[src/rtl/fft_fifo_interface.sv]
// Bus-readable sample FIFO between an FFT streaming source and a memory-mapped slave port.
// Registers: 0 DATA (pop), 1 STATUS, 2 CONTROL, 3 DROPS; read data is registered.
module fft_fifo_interface #(
   parameter int unsigned DATA_SIZE   = 28,
   parameter int unsigned DEPTH       = 16,
   parameter bit          SIGN_EXTEND = 1'b0
) (
   input  logic                 clk,
   input  logic                 reset,
   input  logic                 chipselect,
   input  logic [1:0]           address,
   input  logic                 read,
   input  logic                 write,
   input  logic [31:0]          writedata,
   output logic [31:0]          read_data,
   input  logic                 source_valid,
   input  logic [DATA_SIZE-1:0] source_data,
   output logic                 source_ready
);

   localparam int unsigned AW = $clog2(DEPTH);
   localparam int unsigned CW = AW + 1;
   localparam logic [CW-1:0] FullCount = CW'(DEPTH);

   logic [DATA_SIZE-1:0] mem_q [DEPTH];
   logic [AW-1:0]        wr_ptr_q, wr_ptr_d, rd_ptr_q, rd_ptr_d;
   logic [CW-1:0]        count_q, count_d;
   logic                 enable_q, enable_d, underflow_q, underflow_d;
   logic [15:0]          drop_count_q, drop_count_d;
   logic [31:0]          read_data_q, read_data_d;

   logic full, empty, push, drop, bus_rd, bus_wr, pop, ctrl_wr, flush, clear;
   logic [DATA_SIZE-1:0] head;
   logic [31:0]          head_ext, status_word;

   assign full         = (count_q == FullCount);
   assign empty        = (count_q == '0);
   assign source_ready = enable_q & ~full;
   assign push         = source_valid & source_ready;
   assign drop         = source_valid & ~source_ready;

   // A read strobe wins over a simultaneous write strobe.
   assign bus_rd  = chipselect & read;
   assign bus_wr  = chipselect & write & ~read;
   assign pop     = bus_rd & (address == 2'd0) & ~empty;
   assign ctrl_wr = bus_wr & (address == 2'd2);
   assign flush   = ctrl_wr & writedata[1];
   assign clear   = ctrl_wr & writedata[2];

   assign head = mem_q[rd_ptr_q];

   if (SIGN_EXTEND) begin : g_sext
      assign head_ext = 32'($signed(head));
   end else begin : g_zext
      assign head_ext = 32'(head);
   end

   assign status_word = {16'(count_q), 12'b0, underflow_q, |drop_count_q, full, empty};

   always_comb begin
      wr_ptr_d     = wr_ptr_q;
      rd_ptr_d     = rd_ptr_q;
      count_d      = count_q;
      enable_d     = enable_q;
      underflow_d  = underflow_q;
      drop_count_d = drop_count_q;
      read_data_d  = read_data_q;

      if (flush) begin
         wr_ptr_d = '0;
         rd_ptr_d = '0;
         count_d  = '0;
      end else begin
         if (push) wr_ptr_d = wr_ptr_q + AW'(1);
         if (pop)  rd_ptr_d = rd_ptr_q + AW'(1);
         count_d = count_q + CW'(push) - CW'(pop);
      end

      if (ctrl_wr) enable_d = writedata[0];

      if (clear) begin
         drop_count_d = '0;
         underflow_d  = 1'b0;
      end else begin
         if (drop && (drop_count_q != 16'hFFFF)) drop_count_d = drop_count_q + 16'd1;
         if (bus_rd && (address == 2'd0) && empty) underflow_d = 1'b1;
      end

      if (bus_rd) begin
         unique case (address)
            2'd0:    read_data_d = empty ? 32'd0 : head_ext;
            2'd1:    read_data_d = status_word;
            2'd2:    read_data_d = {31'b0, enable_q};
            default: read_data_d = {16'b0, drop_count_q};
         endcase
      end
   end

   always_ff @(posedge clk) begin
      if (reset) begin
         wr_ptr_q     <= '0;
         rd_ptr_q     <= '0;
         count_q      <= '0;
         enable_q     <= 1'b1;
         underflow_q  <= 1'b0;
         drop_count_q <= '0;
         read_data_q  <= '0;
      end else begin
         wr_ptr_q     <= wr_ptr_d;
         rd_ptr_q     <= rd_ptr_d;
         count_q      <= count_d;
         enable_q     <= enable_d;
         underflow_q  <= underflow_d;
         drop_count_q <= drop_count_d;
         read_data_q  <= read_data_d;
      end
   end

   // Storage has no reset; only entries between the pointers are ever read.
   always_ff @(posedge clk) begin
      if (!reset && push && !flush) mem_q[wr_ptr_q] <= source_data;
   end

   assign read_data = read_data_q;

endmodule

[config.mk]
export PLATFORM = sky130hd
export DESIGN_NAME = fft_fifo_interface
export DESIGN_NICKNAME = d
export VERILOG_FILES = /design/src/rtl/fft_fifo_interface.sv
export SDC_FILE = /design/constraint.sdc
export NUM_CORES = 1
export LEC_CHECK = 0
export ABC_AREA = 1
export BUFFER_PORTS_ARGS = -buffer_cell sky130_fd_sc_hd__buf_2
export CAP_MARGIN = 0
export CORE_AREA = 2 2 190 192
export CTS_BUF_LIST = sky130_fd_sc_hd__clkbuf_2 sky130_fd_sc_hd__clkbuf_4 sky130_fd_sc_hd__clkbuf_8
export CTS_CLUSTER_DIAMETER = 120
export DETAILED_ROUTE_END_ITERATION = 16
export DIE_AREA = 0 0 192 194
export PLACE_DENSITY_LB_ADDON = 0.05
export SYNTH_ARGS = -nofsm -noshare
export SYNTH_HDL_FRONTEND = slang
export SYNTH_SLANG_ARGS = --single-unit
export TNS_END_PERCENT = 20
[constraint.sdc]
create_clock -name clk -period 3.8 [get_ports clk]
set_clock_uncertainty 0.15 [all_clocks]
set_input_delay 0.95 -clock clk [delete_from_list [all_inputs] [get_ports clk]]
set_output_delay 0.95 -clock clk [all_outputs]
set_load 0.005 [all_outputs]
# Yosys cells after proc, flatten, opt, wreduce, memory -nomap -nowiden
# Memories as Yosys holds them, arrays and structs flattened. A register that Yosys moved wholly into a read port is not among the register bits.
# Index checks and enable logic that the tools add are counted.
# totals
reg_bits,63
in_bits,68
mem_bits_rw,448
word_cells,50
out_inout_bits,33
mem_count,1
# mem_list
name,depth,width,read_ports,rd_ports_with_merged_regs,write_ports,line,rtl
mem_q,16,28,1,1,1,25,logic [DATA_SIZE-1:0] mem_q [DEPTH];
# classes
n_eq_ne,4
mux,6
add_sub_neg,5
bitwise_logic,15
reduce_logical,12
# ops
cell,count
28-bit one-hot mux with 3 select lines,1
28-bit two-way mux,1
"16-bit by 1-bit adder with 16-bit output, second input constant",1
"16-bit != test, second input constant",1
16-bit OR reduction,1
1-bit AND,11
"4-bit by 1-bit adder with 4-bit output, second input constant",2
4-bit two-way mux,2
5-bit by 1-bit adder with 5-bit output,1
"5-bit equality test, second input constant",1
1-bit logical AND,5
5-bit zero test,1
5-bit by 1-bit subtractor with 5-bit output,1
1-bit NOT,4
2-bit OR reduction,2
"2-bit by 1-bit equality test with 1-bit output, second input constant",1
"2-bit equality test, second input constant",1
1-bit zero test,2
2-bit zero test,1
1-bit two-way mux,2

# Longest topological paths before layout
# depth
depth_word,8
depth_mapped,15
ltp_nobuf,15

# Worst setup path before layout
# Ideal clock, no wire load.
# synth_path
path_kind,in2reg
start,input port address[1]
end,"memory mem_q[0][0], enable pin"
setup_ps,413
t_required_ps,3237
path_stages,9
t_arrival_ps,2837
slack_ps,400
path_buffers,0
path_cell_list,inv_1 -> nor3_1 -> nand3_1 -> inv_1 -> nand2_1 -> nand2_1 -> inv_1 -> nand3_1 -> nor2_1
# synth_via
elab_chain_len,7
# synth_lines
item,line,rtl
from (decl),11,"input logic [1:0] address,"
2-bit equality test,46,assign ctrl_wr = bus_wr & (address == 2'd2);
1-bit AND,46,
1-bit AND,47,assign flush = ctrl_wr & writedata[1];
1-bit zero test,121,if (!reset && push && !flush) mem_q[wr_ptr_q] <= source_data;
1-bit logical AND,121,
1-bit two-way mux,121,
1-bit two-way mux (not written as such),121,
to (decl),25,
# No other way between the ends.

# Worst setup path after layout
# layout_path
start,register count_q[3]
end,register count_q[4]
# layout_via
elab_chain_len,6
elab_cells_between_ends,9
cone_classes,add/sub: 2; eq/ne: 1; bitwise: 5; reduce/logical: 1
# layout_lines
item,line,rtl
from (decl),27,"logic [CW-1:0] count_q, count_d;"
from (signal assigned),111,count_q <= count_d;
5-bit equality test,36,assign full = (count_q == FullCount);
1-bit NOT,38,assign source_ready = enable_q & ~full;
1-bit AND,38,
1-bit AND,39,assign push = source_valid & source_ready;
5-bit by 1-bit adder with 5-bit output,76,count_d = count_q + CW'(push) - CW'(pop);
5-bit by 1-bit subtractor with 5-bit output (*),76,
# Every way passes the cells marked *; elsewhere a longest branch is shown, timed or not.
# A chain may end at the register's enable or synchronous reset.

==> summary.md <==
| Metric | Value |
|---|---|
| Reg2reg start | `count_q[3]` |
| Setup bufs post-CTS | `0` |
| Area delta synth->final | `11.88%` |
| First-pass GRT wire length | `75700 um` |
| Yosys warns | `0` |
| CTS H-Tree Depth | `3` |
| Tcrit/Tclk final | `0.8142` |
| Crit path from | `count_q[3]` |
| Status | `complete, no violations` |
| Fill cells | `2678` |
| Via count | `13878` |
| WL final | `49540 um` |
| CP Max Fanout | `8` |
| CTS Hold Bufs | `0` |
| R2R depth | `15` |
| Largest net degree at the start of global routing | `173` |
| Initial antenna violation count | `2` |
| Overall global routing resource usage | `0.2711` |
| Initial core utilization | `0.5933` |
| Die area | `37250 sq um` |
| Final nets | `1960` |
| Final Worst Setup Slack | `705.9 ps` |
| WHS Path Cells | `2` |
| Core Footprint | `35220 sq um` |
| Root Buffer | `clkbuf_8` |
| RSZ-0062 raised after global routing | `false` |
| Final count of negative-setup-slack endpoints | `0` |
| Worst-path clk slew | `60 ps` |
| Worst Setup Slack post-DPL | `430.6 ps` |
| # DRC | `0` |
| Startpoint types | `register` |
| Total CTS buffers | `82` |
| Routed WL per cell | `20.61 um` |
| Area leader, netlist | `edfxtp_1` |
| CP required | `4160 ps` |
| Share of cells above drive strength 1 | `0.1473` |
| Worst slew pin tran | `946.2 ps` |
| Grt ovf | `0` |
| Clk_lat worst skew | `630 ps` |
| Critical Path End Type | `register` |
| Reg2reg setup slack | `710 ps` |
| Fin crit period | `3094 ps` |
| CTS tree | `yes` |
| R2r endpoint | `count_q[4]` |
| P_leak | `8.089 nW` |
| Crit Path Category | `register to register` |
| Cell area after synthesis | `20900 sq um` |
| Die width | `192 um` |
| Slew Viols, Final | `0` |
| GP Congestion | `0.8738` |
| Worst vdd ir | `0.3884 mV` |
| Share of the synthesized area in the top cell type | `0.6438` |
| Setup crit end | `count_q[4]` |
| Post-CTS sizing | `0` |
| Fmax | `323.2 MHz` |
| Clk sinks | `511` |
| Post-DR vias/cell | `5.773` |
| Initial detailed-routing violation count | `1100` |
| Clk buf depth | `3` |
| Post-DP HPWL | `27230 um` |
| Synthesized instance count | `1790` |
| Synth area leaders | `edfxtp_1 64%, dfxtp_1 6.0%, nand2_1 5.0%, nor2_1 4.8%, nand3_1 4.5%` |
| Die Ht | `194 um` |
| Slew HR | `0.3668` |
| Hold Vio Cnt, Final | `0` |
| Mean Syn Cell Area | `11.67 sq um` |
| Vias in the first global route | `13443` |
| Power density cells | `502.7 nW/um^2` |
| IO Pins | `101` |
| Register bit total from synthesis | `511` |
| Drt pass-1 iters | `5` |
| Post-synth cell types | `40` |
| Register area share after synthesis | `0.7041` |
| I/O Buffers | `67` |
| Num rows | `69` |
| Crit path DAT | `3450 ps` |
| Maxcap violations | `0` |
| Sum of negative setup slack | `0 ps` |
| Antenna Nets Post-Route | `0` |
| HP Class | `register to register` |
placed cells by master (no fill, tap or decap), types with 8 or more instances in the layout:
cell type    n
nor3_1      11
nand3_1    189
o21ai_0    171
ha_1        12
nor2_1     251
o211ai_1    75
a22oi_1     12
dfxtp_1     59
clkbuf_4    41
a21oi_1     45
buf_12      10
edfxtp_1   448
clkinv_1    13
inv_1       59
nand2_1    277
buf_2       67
a21oi_2      8
buf_4       34
clkbuf_8    89
nor2_4      16
worst min-delay path by stage:
stage | slack (ps) | start | endpoint
global placement | 300 | read_data[19] | read_data[19]
global route | 330 | read_data[3] | read_data[3]
detailed placement | 300 | read_data[19] | read_data[19]
finish | 310 | read_data[19] | read_data[19]
CTS | 310 | read_data[19] | read_data[19]
floorplan | 300 | underflow_q | underflow_q
stage by stage:
step	util	cells	hold slack, ps	area (sq um)	power [mW]
floorplan	-	1793	296.4	20910	6.943
global placement	0.6178	2256	297.7	21760	7.229
detailed placement	0.6178	2256	303.4	21760	7.248
CTS	0.6637	2403	312.4	23380	11.84
global route	0.6637	2403	332.6	23380	12.18
finish	0.6638	2404	310.1	23380	11.75
cells in the mapped netlist:
master and number:
and3_1 2, ha_1 12, nor2_1 267, a21oi_2 8
nor3b_1 3, xor2_1 5, buf_6 15, nor3_1 11
clkbuf_1 45, o211ai_1 75, buf_4 19, nor3_4 1
nand2_1 277, fa_1 1, a31oi_1 3, o21ai_1 1
inv_2 1, nand3_1 189, nand3b_1 1, o22ai_1 2
dfxtp_1 63, clkinv_4 1, edfxtp_1 448, a21oi_1 45
or2_2 2, xnor2_1 1, nor2_2 2, nand2_4 1
a22oi_1 12, inv_1 59, buf_2 25, conb_1 1
nand4_1 7, clkinv_1 2, nand2_2 2, inv_6 1
buf_8 2, buf_1 3, nor4_1 4, o21ai_0 171
critical path, stage by stage (launching register included):
cell     delay, ps
dfxtp_1        360
inv_1           80
ha_1           200
nand4_1        110
nand2_1         80
nor2_1         380
inv_1          160
nand2_1        150
nand2_1         70
ha_1           210
fa_1           410
nand2_1         80
a21oi_1         60
or2_2          280
o21ai_0        160
a21oi_1         50
kinds of logic (layout without fill, tap and decap cells):
family,after synthesis,count (layout),share of synthesized area
AND/OR/NAND/NOR,769,769,0.1541
flip-flops,511,511,0.7041
AO/OA/AOI/OAI,317,317,0.08807
buffers and inverters,173,322,0.04293
adder cells (fa/ha/maj),13,13,0.008143
XOR/XNOR,6,6,0.002515
other,1,5,0.0001794
routing by layer:
layer | up-vias | wire, um | track usage
li1 | 6551 | - | -
met1 | 6777 | 21780 | 0.3777
met2 | 457 | 23480 | 0.4320
met3 | 89 | 3064 | 0.05357
met4 | 4 | 1190 | 0.08991
met5 | - | 26 | 0
report_power, final:
group	switching, mW	internal (mW)
Sequential	0.0498	6.22
Combinational	0.603	0.257
Clock	2.07	2.55
layout make-up:
cell class | count | area, sq um | area share
Clock buffer | 130 | 1533 | 0.06555
Tap cell | 461 | 576.8 | 0.02467
Inverter | 64 | 250.2 | 0.01070
Sequential cell | 511 | 14720 | 0.6297
Multi-Input combinational cell | 1109 | 5418 | 0.2317
Clock inverter | 17 | 86.33 | 0.003692
Timing Repair Buffer | 111 | 790.8 | 0.03382
Antenna cell | 1 | 2.502 | 0.0001070
state kept, by name (all words and copies together), names as in the netlist, named ones only:
name and flops:
wr_ptr_q 4, mem_q 448, enable_q 1, underflow_q 1, read_data 28, rd_ptr_q 4
count_q 5, drop_count_q 16
Power figures use the tool's default switching activity.
